--- config.mk ---
export PLATFORM = sky130hd
export DESIGN_NAME = hack_vga_scanout
export DESIGN_NICKNAME = d
export VERILOG_FILES = /design/src/rtl/hack_vga_pkg.sv /design/src/rtl/hack_vga_scanout_sync.sv /design/src/rtl/hack_vga_scanout.sv
export SDC_FILE = /design/constraint.sdc
export NUM_CORES = 1
export LEC_CHECK = 0
export CAP_MARGIN = 20
export CORE_ASPECT_RATIO = 1.5
export CORE_MARGIN = 2
export CORE_UTILIZATION = 40
export CTS_CLUSTER_DIAMETER = 50
export CTS_CLUSTER_SIZE = 25
export DETAILED_ROUTE_END_ITERATION = 10
export HOLD_SLACK_MARGIN = 0.08
export PLACE_DENSITY = 0.56
export SYNTH_ARGS = -nofsm -noshare
export SYNTH_HDL_FRONTEND = slang
export SYNTH_HIERARCHICAL = 1
export SYNTH_SLANG_ARGS = --single-unit
--- constraint.sdc ---
create_clock -name clk50 -period 3.1 [get_ports clk50]
set_clock_uncertainty 0.2 [all_clocks]
set_input_delay 0.31 -clock clk50 [delete_from_list [all_inputs] [get_ports clk50]]
set_output_delay 0.31 -clock clk50 [all_outputs]
set_load 0.01 [all_outputs]
--- src/rtl/hack_vga_pkg.sv ---
// Shared constants for the Hack screen VGA scan-out: 640x480@60 timing,
// the centred 512x256 window and screen RAM geometry.
package hack_vga_pkg;

    localparam int unsigned DEF_H_VIS  = 640;
    localparam int unsigned DEF_H_FP   = 16;
    localparam int unsigned DEF_H_SYNC = 96;
    localparam int unsigned DEF_H_BP   = 48;
    localparam int unsigned DEF_H_TOTAL      = DEF_H_VIS + DEF_H_FP + DEF_H_SYNC + DEF_H_BP;
    localparam int unsigned DEF_H_SYNC_START = DEF_H_VIS + DEF_H_FP;
    localparam int unsigned DEF_H_SYNC_END   = DEF_H_SYNC_START + DEF_H_SYNC - 1;

    localparam int unsigned DEF_V_VIS  = 480;
    localparam int unsigned DEF_V_FP   = 10;
    localparam int unsigned DEF_V_SYNC = 2;
    localparam int unsigned DEF_V_BP   = 33;
    localparam int unsigned DEF_V_TOTAL      = DEF_V_VIS + DEF_V_FP + DEF_V_SYNC + DEF_V_BP;
    localparam int unsigned DEF_V_SYNC_START = DEF_V_VIS + DEF_V_FP;
    localparam int unsigned DEF_V_SYNC_END   = DEF_V_SYNC_START + DEF_V_SYNC - 1;

    localparam int unsigned DEF_WIN_X0 = 64;
    localparam int unsigned DEF_WIN_Y0 = 112;
    localparam int unsigned DEF_WIN_W  = 512;
    localparam int unsigned DEF_WIN_H  = 256;

    localparam int unsigned SCREEN_WORDS  = 8192;
    localparam int unsigned WORDS_PER_ROW = 32;
    localparam int unsigned ADDR_W        = $clog2(SCREEN_WORDS);
    localparam int unsigned WORD_W        = 16;
    localparam int unsigned CNT_W         = 10;

    // Address goes out 8 pixels ahead of a group, data is captured 4 pixels ahead.
    localparam int unsigned FETCH_LEAD = 8;
    localparam int unsigned LATCH_LEAD = 4;

    typedef logic [CNT_W-1:0] cnt_t;

    function automatic logic in_range(input cnt_t x, input cnt_t lo, input cnt_t hi);
        return (x >= lo) && (x <= hi);
    endfunction

endpackage

--- src/rtl/hack_vga_scanout_sync.sv ---
// Pixel-enable toggle, h/v raster counters and registered sync/video/frame
// decode; every output lags the counter position by exactly one pixel.
module vga_sync_counter
    import hack_vga_pkg::*;
#(
    parameter int unsigned H_VISIBLE    = DEF_H_VIS,
    parameter int unsigned H_TOTAL      = DEF_H_TOTAL,
    parameter int unsigned H_SYNC_START = DEF_H_SYNC_START,
    parameter int unsigned H_SYNC_END   = DEF_H_SYNC_END,
    parameter int unsigned V_VISIBLE    = DEF_V_VIS,
    parameter int unsigned V_TOTAL      = DEF_V_TOTAL,
    parameter int unsigned V_SYNC_START = DEF_V_SYNC_START,
    parameter int unsigned V_SYNC_END   = DEF_V_SYNC_END
) (
    input  logic clk50_i,
    input  logic rst_i,
    output logic tick_o,
    output cnt_t h_o,
    output cnt_t v_o,
    output logic hsync_o,
    output logic vsync_o,
    output logic video_on_o,
    output logic frame_start_o
);

    localparam cnt_t H_LAST  = cnt_t'(H_TOTAL - 1);
    localparam cnt_t V_LAST  = cnt_t'(V_TOTAL - 1);
    localparam cnt_t H_VEND  = cnt_t'(H_VISIBLE);
    localparam cnt_t V_VEND  = cnt_t'(V_VISIBLE);
    localparam cnt_t HS_LO   = cnt_t'(H_SYNC_START);
    localparam cnt_t HS_HI   = cnt_t'(H_SYNC_END);
    localparam cnt_t VS_LO   = cnt_t'(V_SYNC_START);
    localparam cnt_t VS_HI   = cnt_t'(V_SYNC_END);

    logic toggle_q, toggle_d;
    cnt_t h_q, h_d;
    cnt_t v_q, v_d;
    logic hsync_q, hsync_d;
    logic vsync_q, vsync_d;
    logic video_q, video_d;
    logic fstart_q, fstart_d;

    always_ff @(posedge clk50_i) begin
        if (rst_i) begin
            toggle_q <= 1'b0;
            h_q      <= '0;
            v_q      <= '0;
            hsync_q  <= 1'b1;
            vsync_q  <= 1'b1;
            video_q  <= 1'b0;
            fstart_q <= 1'b0;
        end else begin
            toggle_q <= toggle_d;
            h_q      <= h_d;
            v_q      <= v_d;
            hsync_q  <= hsync_d;
            vsync_q  <= vsync_d;
            video_q  <= video_d;
            fstart_q <= fstart_d;
        end
    end

    always_comb begin
        toggle_d = ~toggle_q;
        h_d      = h_q;
        v_d      = v_q;
        hsync_d  = hsync_q;
        vsync_d  = vsync_q;
        video_d  = video_q;
        fstart_d = 1'b0;
        if (toggle_q) begin
            hsync_d = !in_range(h_q, HS_LO, HS_HI);
            vsync_d = !in_range(v_q, VS_LO, VS_HI);
            video_d = (h_q < H_VEND) && (v_q < V_VEND);
            if (h_q == H_LAST) begin
                h_d = '0;
                if (v_q == V_LAST) begin
                    v_d      = '0;
                    fstart_d = 1'b1;
                end else begin
                    v_d = v_q + cnt_t'(1);
                end
            end else begin
                h_d = h_q + cnt_t'(1);
            end
        end
    end

    assign tick_o        = toggle_q;
    assign h_o           = h_q;
    assign v_o           = v_q;
    assign hsync_o       = hsync_q;
    assign vsync_o       = vsync_q;
    assign video_on_o    = video_q;
    assign frame_start_o = fstart_q;

endmodule

--- src/rtl/hack_vga_scanout.sv ---
// Hack screen scan-out: fetches 16-bit words from screen RAM and serializes
// them LSB-first into a centred monochrome window on 640x480 VGA.
module hack_vga_scanout
    import hack_vga_pkg::*;
#(
    parameter int unsigned H_VIS  = DEF_H_VIS,
    parameter int unsigned H_FP   = DEF_H_FP,
    parameter int unsigned H_SYNC = DEF_H_SYNC,
    parameter int unsigned H_BP   = DEF_H_BP,
    parameter int unsigned V_VIS  = DEF_V_VIS,
    parameter int unsigned V_FP   = DEF_V_FP,
    parameter int unsigned V_SYNC = DEF_V_SYNC,
    parameter int unsigned V_BP   = DEF_V_BP,
    parameter int unsigned WIN_X0 = DEF_WIN_X0,
    parameter int unsigned WIN_Y0 = DEF_WIN_Y0,
    parameter int unsigned WIN_W  = DEF_WIN_W,
    parameter int unsigned WIN_H  = DEF_WIN_H
) (
    input  logic              clk50,
    input  logic              rst,
    output logic [ADDR_W-1:0] screen_addr,
    input  logic [WORD_W-1:0] screen_data,
    output logic              hsync,
    output logic              vsync,
    output logic              video_on,
    output logic              pixel,
    output logic              frame_start
);

    localparam cnt_t WX0    = cnt_t'(WIN_X0);
    localparam cnt_t WX_END = cnt_t'(WIN_X0 + WIN_W - 1);
    localparam cnt_t WY0    = cnt_t'(WIN_Y0);
    localparam cnt_t WY_END = cnt_t'(WIN_Y0 + WIN_H - 1);
    localparam cnt_t FX0    = cnt_t'(WIN_X0 - FETCH_LEAD);
    localparam cnt_t FX_END = cnt_t'(WIN_X0 - FETCH_LEAD + WIN_W - 1);
    localparam cnt_t LX0    = cnt_t'(WIN_X0 - LATCH_LEAD);
    localparam cnt_t LX_END = cnt_t'(WIN_X0 - LATCH_LEAD + WIN_W - 1);

    logic tick;
    cnt_t h, v;

    vga_sync_counter #(
        .H_VISIBLE    (H_VIS),
        .H_TOTAL      (H_VIS + H_FP + H_SYNC + H_BP),
        .H_SYNC_START (H_VIS + H_FP),
        .H_SYNC_END   (H_VIS + H_FP + H_SYNC - 1),
        .V_VISIBLE    (V_VIS),
        .V_TOTAL      (V_VIS + V_FP + V_SYNC + V_BP),
        .V_SYNC_START (V_VIS + V_FP),
        .V_SYNC_END   (V_VIS + V_FP + V_SYNC - 1)
    ) u_sync (
        .clk50_i       (clk50),
        .rst_i         (rst),
        .tick_o        (tick),
        .h_o           (h),
        .v_o           (v),
        .hsync_o       (hsync),
        .vsync_o       (vsync),
        .video_on_o    (video_on),
        .frame_start_o (frame_start)
    );

    logic [ADDR_W-1:0] addr_q, addr_d;
    logic [WORD_W-1:0] fbuf_q, fbuf_d;
    logic [WORD_W-1:0] shreg_q, shreg_d;
    logic              pixel_q, pixel_d;

    logic       win_row, win_col, fetch_hit, latch_hit;
    cnt_t       row, fetch_off;
    logic [3:0] latch_ph, col_ph;

    always_ff @(posedge clk50) begin
        if (rst) begin
            addr_q  <= '0;
            fbuf_q  <= '0;
            shreg_q <= '0;
            pixel_q <= 1'b0;
        end else begin
            addr_q  <= addr_d;
            fbuf_q  <= fbuf_d;
            shreg_q <= shreg_d;
            pixel_q <= pixel_d;
        end
    end

    always_comb begin
        win_row   = in_range(v, WY0, WY_END);
        win_col   = in_range(h, WX0, WX_END);
        row       = v - WY0;
        fetch_off = h - FX0;
        latch_ph  = 4'(h - LX0);
        col_ph    = 4'(h - WX0);
        fetch_hit = win_row && in_range(h, FX0, FX_END) && (fetch_off[3:0] == 4'd0);
        latch_hit = win_row && in_range(h, LX0, LX_END) && (latch_ph == 4'd0);

        addr_d  = addr_q;
        fbuf_d  = fbuf_q;
        shreg_d = shreg_q;
        pixel_d = pixel_q;
        if (tick) begin
            if (fetch_hit) begin
                addr_d = ADDR_W'(32'(row) * WORDS_PER_ROW + 32'(fetch_off[CNT_W-1:4]));
            end
            if (latch_hit) begin
                fbuf_d = screen_data;
            end
            // Group boundary emits bit 0 straight from fetch_buf; the rest comes from the shifter.
            if (win_row && win_col) begin
                if (col_ph == 4'd0) begin
                    pixel_d = fbuf_q[0];
                    shreg_d = fbuf_q >> 1;
                end else begin
                    pixel_d = shreg_q[0];
                    shreg_d = shreg_q >> 1;
                end
            end else begin
                pixel_d = 1'b0;
            end
        end
    end

    assign screen_addr = addr_q;
    assign pixel       = pixel_q;

endmodule

# Yosys cells after proc, flatten, opt, wreduce, memory -nomap -nowiden
# Index checks and enable logic that the tools add are counted.
# classes
magnitude_cmp	14
n_reduce_logical	22
eq_ne	2
bitwise_logic	2
n_mux	6
add_sub_neg	7
# op_table
operator	count
$le A10 B10 Y1 const B	4
$add A10 B1 Y10 const B	2
$eq A10 B10 Y1 const B	2
$ge A10 B6 Y1 const B	2
$ge A10 B7 Y1 const B	2
$le A10 B9 Y1 const B	2
$mux W10	2
$mux W15	1
$add A13 B6 Y13	1
$logic_and A1 B1 Y1	12
$logic_not A4 Y1	3
$ge A10 B10 Y1 const B	1
$ge A10 B9 Y1 const B	1
$lt A10 B10 Y1 const B	1
$lt A10 B9 Y1 const B	1
$sub A10 B6 Y10 const B	1
$reduce_and A2 Y1	4
$sub A8 B7 Y8 const B	1
$sub A4 B1 Y4 const B	1
$sub A4 B4 Y4 const B	1
$mux W1	3
$reduce_or A3 Y1	1
$logic_not A1 Y1	2
$not A1 Y1	2
# word_totals
regBits	71
out_inout_bits	18

# Depth between registers and ports, before layout
# depth
word_depth	5
mapped_depth	9
depth_no_buf	9

# By module
# Netlist, hierarchy kept.
# modules_own_cells
module	cells_per_inst	n_inst	area_each_um2
hack_vga_scanout	247	1	2316.0
vga_sync_counter	144	1	1265.0

# Worst setup path after synthesis
# OpenSTA, ideal clock, no wires.
# synth_path
path_type	register to register
startpoint	register u_sync.h_q[7], in the netlist u_sync/h_o[7]
endpoint	register addr_q[11], in the netlist screen_addr[11]
n_path_buf	0
path_stages_with_launch	10
period_less_slack_ns	2.423
t_required_ns	2.830
slack_ns	0.677
t_arrival_ns	2.153
cell_sequence	dfxtp_1 > or3_1 > a21oi_1 > xor2_1 > ha_1 > ha_1 > nand4_1 > xnor2_1 > or3_1 > a21oi_1
# synth_via
elab_chain_len	5
elab_cells_between_ends	8
cone_classes	2 x add/sub; 2 x order compare; 4 x reduce/logical
# synth_lines
element	line_no	text
start, declared	hack_vga_scanout_sync.sv:36	cnt_t h_q, h_d;
start signal, assigned	hack_vga_scanout_sync.sv:46	h_q <= '0;
start signal, assigned	hack_vga_scanout_sync.sv:54	h_q <= h_d;
branches (longest 5 deep; another with $add A13 B6 Y13)	n/a	
end signal, assigned	hack_vga_scanout.sv:79	addr_q <= addr_d;
end, declared	hack_vga_scanout.sv:63	logic [ADDR_W-1:0] addr_q, addr_d;
# Several ways; the timed one is not identified.
# A chain may end at the register's enable or synchronous reset.

# Worst setup path in the final report
# layout_path
startpoint	register u_sync.h_q[6], in the netlist u_sync/h_o[6]
endpoint	register addr_q[11], in the netlist screen_addr[11]
# The elaborated chain is that of the path after synthesis.

==> flow_summary.html <==
<table>
<tr><th>Metric</th><th>Value</th></tr>
<tr><th colspan="2">Critical path</th></tr>
<tr><td>Critical R2R Launch</td><td>u_sync/h_o[6]</td></tr>
<tr><td>Delay of the slowest critical-path stage</td><td>430 ps</td></tr>
<tr><td>Reg2Reg Depth</td><td>9</td></tr>
<tr><td>Worst-path fanout max</td><td>12</td></tr>
<tr><td>Setup slack of the most critical reg-to-reg path</td><td>about 520 ps</td></tr>
<tr><td>Dominant delay contributor by cell family on the critical path</td><td>simple AND/OR/NAND/NOR gates</td></tr>
<tr><td>Last element of the critical path</td><td>screen_addr[11]</td></tr>
<tr><td>Worst endpoint data arrival time</td><td>2640 ps</td></tr>
<tr><td>Launch point of the worst path</td><td>u_sync/h_o[6]</td></tr>
<tr><td>Kind of capture point of the worst setup path</td><td>flip-flop</td></tr>
<tr><td>Critical path buffers and inverters</td><td>0</td></tr>
<tr><td>Logic depth of the worst setup path including buffers</td><td>9</td></tr>
<tr><td>Crit Path Category</td><td>flip-flop to flip-flop</td></tr>
<tr><td>CP Data Required Time</td><td>3160 ps</td></tr>
<tr><td>Crit path max-delay cell type</td><td>dfxtp_1</td></tr>
<tr><td>Destination of the worst register-to-register timing path</td><td>screen_addr[11]</td></tr>
<tr><td>Worst-path cell chain</td><td>or3_1 &gt; a21oi_1 &gt; xor2_1 &gt; ha_1 &gt; ha_1 &gt; nand4_1 &gt; xnor2_1 &gt; or3_1 &gt; a21oi_1</td></tr>
<tr><td>Nature of the critical path startpoint</td><td>flip-flop</td></tr>
<tr><th colspan="2">STA</th></tr>
<tr><td>Final number of hold-violating endpoints</td><td>0</td></tr>
<tr><td>Final Max Slew Viols</td><td>0</td></tr>
<tr><td>Number of setup violations in the final report</td><td>0</td></tr>
<tr><td>Achievable Freq</td><td>0.388 GHz</td></tr>
<tr><td>Summed negative setup slack over all endpoints</td><td>0 ps</td></tr>
<tr><td>Final min period</td><td>~2600 ps</td></tr>
<tr><td>Setup repair after global routing missed its margin</td><td>false</td></tr>
<tr><td>Max-slew headroom</td><td>0.620</td></tr>
<tr><td>Part of the cycle the worst path needs</td><td>0.831</td></tr>
<tr><td>Pin slew with the least headroom to its limit</td><td>570 ps</td></tr>
<tr><th colspan="2">Clock tree</th></tr>
<tr><td>Clock Sink Count</td><td>70</td></tr>
<tr><td>Clock buffers created by TritonCTS</td><td>9</td></tr>
<tr><td>Clock input transition at the sequential cells of the worst setup and hold paths</td><td>roughly 50 ps</td></tr>
<tr><td>CTS-repair resized insts</td><td>0</td></tr>
<tr><td>Maximum clock insertion buffer count</td><td>2</td></tr>
<tr><td>Clock Root Buffer</td><td>clkbuf_16</td></tr>
<tr><td>Insertion delay of the later-clocked pin in the worst-skew pair</td><td>330 ps</td></tr>
<tr><td>Cts hold-fix bufs</td><td>0</td></tr>
<tr><td>CTS tree</td><td>yes</td></tr>
<tr><td># Post-CTS Setup Buffers</td><td>0</td></tr>
<tr><td># H-tree levels</td><td>3</td></tr>
<tr><th colspan="2">Run status</th></tr>
<tr><td>Status</td><td>complete, no violations</td></tr>
<tr><th colspan="2">Drt</th></tr>
<tr><td>Via/cell ratio</td><td>5.29</td></tr>
<tr><td>First-pass detailed-route iteration total</td><td>4</td></tr>
<tr><td>Total via count after detailed routing</td><td>~2,900</td></tr>
<tr><td>Drt drc</td><td>0</td></tr>
<tr><td>Routed length per instance</td><td>14.5 µm</td></tr>
<tr><td>First-iteration detailed-routing DRC count</td><td>~110</td></tr>
<tr><td>Total Wirelength</td><td>7850 µm</td></tr>
<tr><td>Antenna viol nets, final</td><td>0</td></tr>
<tr><th colspan="2">Synthesis</th></tr>
<tr><td>Commonest cells in the synthesized netlist</td><td>dfxtp_1 (70), nor2_1 (35), nand2b_1 (32)</td></tr>
<tr><td>Post-Syn Instances</td><td>slightly below 400</td></tr>
<tr><td>Async SR Flop Fraction</td><td>0</td></tr>
<tr><td>Biggest area contributors in the synthesized netlist</td><td>dfxtp_1 (39%), mux2i_1 (8.7%), nand2b_1 (5.6%)</td></tr>
<tr><td>Cell area after synthesis</td><td>0.00358 mm²</td></tr>
<tr><td>Post-synthesis net count</td><td>420</td></tr>
<tr><td>Synth top area share</td><td>0.391</td></tr>
<tr><td>Number of flip-flops and latches in the synthesized netlist</td><td>70</td></tr>
<tr><td>Library cell with the highest instance count after synthesis</td><td>dfxtp_1</td></tr>
<tr><td>EDFF count, synth</td><td>0</td></tr>
<tr><td>Register area share after synthesis</td><td>0.391</td></tr>
<tr><td>Mapped Avg Cell Area</td><td>9.16 µm²</td></tr>
<tr><td>Leading register cell type out of synthesis</td><td>dfxtp_1</td></tr>
<tr><td>Number of unique standard cell types used by synthesis</td><td>54</td></tr>
<tr><td>Yosys warns</td><td>6</td></tr>
<tr><td>Area leader, netlist</td><td>dfxtp_1</td></tr>
<tr><th colspan="2">Global route</th></tr>
<tr><td>Number of antenna violations at the first check in global routing</td><td>0</td></tr>
<tr><td>Vias in the first global route</td><td>2,793</td></tr>
<tr><td>Maximum number of pins on one net before global-route repair</td><td>40</td></tr>
<tr><td>Grt total ovfl</td><td>0</td></tr>
<tr><td>First-pass GRT wire length</td><td>12,900 µm</td></tr>
<tr><td>Total GRT Usage</td><td>0.171</td></tr>
<tr><th colspan="2">Finish</th></tr>
<tr><td>Synth-to-layout area growth</td><td>20.7%</td></tr>
<tr><td>Net count reported at finish</td><td>454</td></tr>
<tr><td>Share of post-route cells with drive strength above 1</td><td>0.0837</td></tr>
<tr><td>Diodes inserted</td><td>0</td></tr>
<tr><th colspan="2">Floorplan</th></tr>
<tr><td>IO Count</td><td>36</td></tr>
<tr><td>Die height</td><td>approximately 120 µm</td></tr>
<tr><td>Placeable core region</td><td>about 0.009 mm²</td></tr>
<tr><td>Starting Density</td><td>0.408</td></tr>
<tr><td>Width of the chip</td><td>81.3 µm</td></tr>
<tr><td>Count of standard-cell rows</td><td>42</td></tr>
<tr><td>DIE AREA</td><td>0.00974 mm²</td></tr>
<tr><th colspan="2">Power and ir drop</th></tr>
<tr><td>Power, Total</td><td>around 2 mW</td></tr>
<tr><td>Total power density per cell area</td><td>459 mW/mm²</td></tr>
<tr><td>Leakage Power</td><td>1.50 nW</td></tr>
<tr><td>Maximum ir drop on the vdd rail</td><td>0.000263 V</td></tr>
<tr><th colspan="2">Hold path</th></tr>
<tr><td>Min-Delay Path Class</td><td>primary input to flip-flop</td></tr>
<tr><th colspan="2">Placement</th></tr>
<tr><td>Weighted congestion at the end of routability-driven global placement</td><td>0.799</td></tr>
<tr><td>Number of input and output port buffers inserted</td><td>35</td></tr>
<tr><td>Post-DP HPWL</td><td>5370 µm</td></tr>
<tr><th colspan="2">Job</th></tr>
<tr><td>Number of maximum-capacitance violations</td><td>0</td></tr>
</table>
## state kept, by name, summed over array words and instances, names as in the netlist
signal,cells
pixel,1
u_sync/hsync_o,1
shreg_q,15
fbuf_q,16
screen_addr,13
u_sync/video_on_o,1
u_sync/tick_o,1
u_sync/h_o,10
u_sync/frame_start_o,1
u_sync/v_o,10
u_sync/vsync_o,1
## power breakdown
group / internal, mW / switching, mW / total [mW]
Sequential: 0.904 / 0.00864 / 0.913
Combinational: 0.0513 / 0.0456 / 0.0969
Clock: 0.604 / 0.368 / 0.972
Total: 1.56 / 0.422 / 1.98
## cells by family (layout without fill, tap and decap cells)
kind of cell	count (synthesis)	after routing	synth area share
multiplexers	32	32	0.0898
XOR/XNOR	20	20	0.0489
buffers and inverters	30	69	0.0416
flip-flops	70	70	0.391
AND/OR/NAND/NOR	147	147	0.245
AO/OA/AOI/OAI	81	81	0.145
adder cells (fa/ha/maj)	11	11	0.0384
## metal layers
layer  track usage  vias up  share of wire
met5             0        -              0
met3        0.0376       18          0.035
met1         0.198     1325           0.43
met2         0.290       42           0.51
li1              -     1473              -
met4        0.0858        0          0.024
## final cells by class
cell class,instances,area (µm²)
clock buffer,13,270
clock inverter,3,17.5
fill,845,4450
inverter,8,30.0
multi-input combinational,291,2040
sequential,70,1400
tap,110,138
timing repair buffer,45,420
## worst min-delay path by stage
| stage | from | slack [ps] | cells after the start | endpoint |
|---|---|---|---|---|
| after floorplan | shreg_q[14] | 250 | 2 | shreg_q[14] |
| after global placement | fbuf_q[8] | 260 | 2 | fbuf_q[8] |
| after detailed placement | fbuf_q[6] | 270 | 2 | fbuf_q[6] |
| final | rst | 250 | 2 | u_sync/tick_o |
| after global routing | fbuf_q[7] | 290 | 2 | fbuf_q[7] |
| after CTS | rst | 270 | 2 | u_sync/h_o[4] |
## layout by cell type, fill, tap and decap left out, types with 2 or more instances in the layout
master	count
nor2_1	35
clkinv_2	2
xnor2_1	13
or2b_1	7
dfxtp_1	70
o21ai_0	14
o31ai_1	2
clkdlybuf4s50_1	34
ha_1	11
o2111ai_1	2
buf_4	10
a21o_1	3
or4_1	3
nand2_1	13
nor3_1	6
and3_1	4
clkbuf_8	3
a311oi_1	3
nand2b_1	32
inv_1	8
nor4_4	2
nand4_1	10
nand3_1	12
or3_1	7
clkbuf_16	9
xor2_1	7
mux2i_1	31
a211oi_1	20
a21oi_1	28
and2_1	3
## stage by stage
stage               setup slack [ps]   util  area [µm²]  hold WS (ps)  instances
finish                           524  0.492        4320           251        540
global route                     299  0.492        4320           288        540
CTS                              518  0.492        4320           267        540
detailed placement               538  0.460        4030           266        524
global placement                 589  0.460        4030           259        524
floorplan                        677      -        3580           245        391
Note: power is estimated with default switching activity, not from simulation.
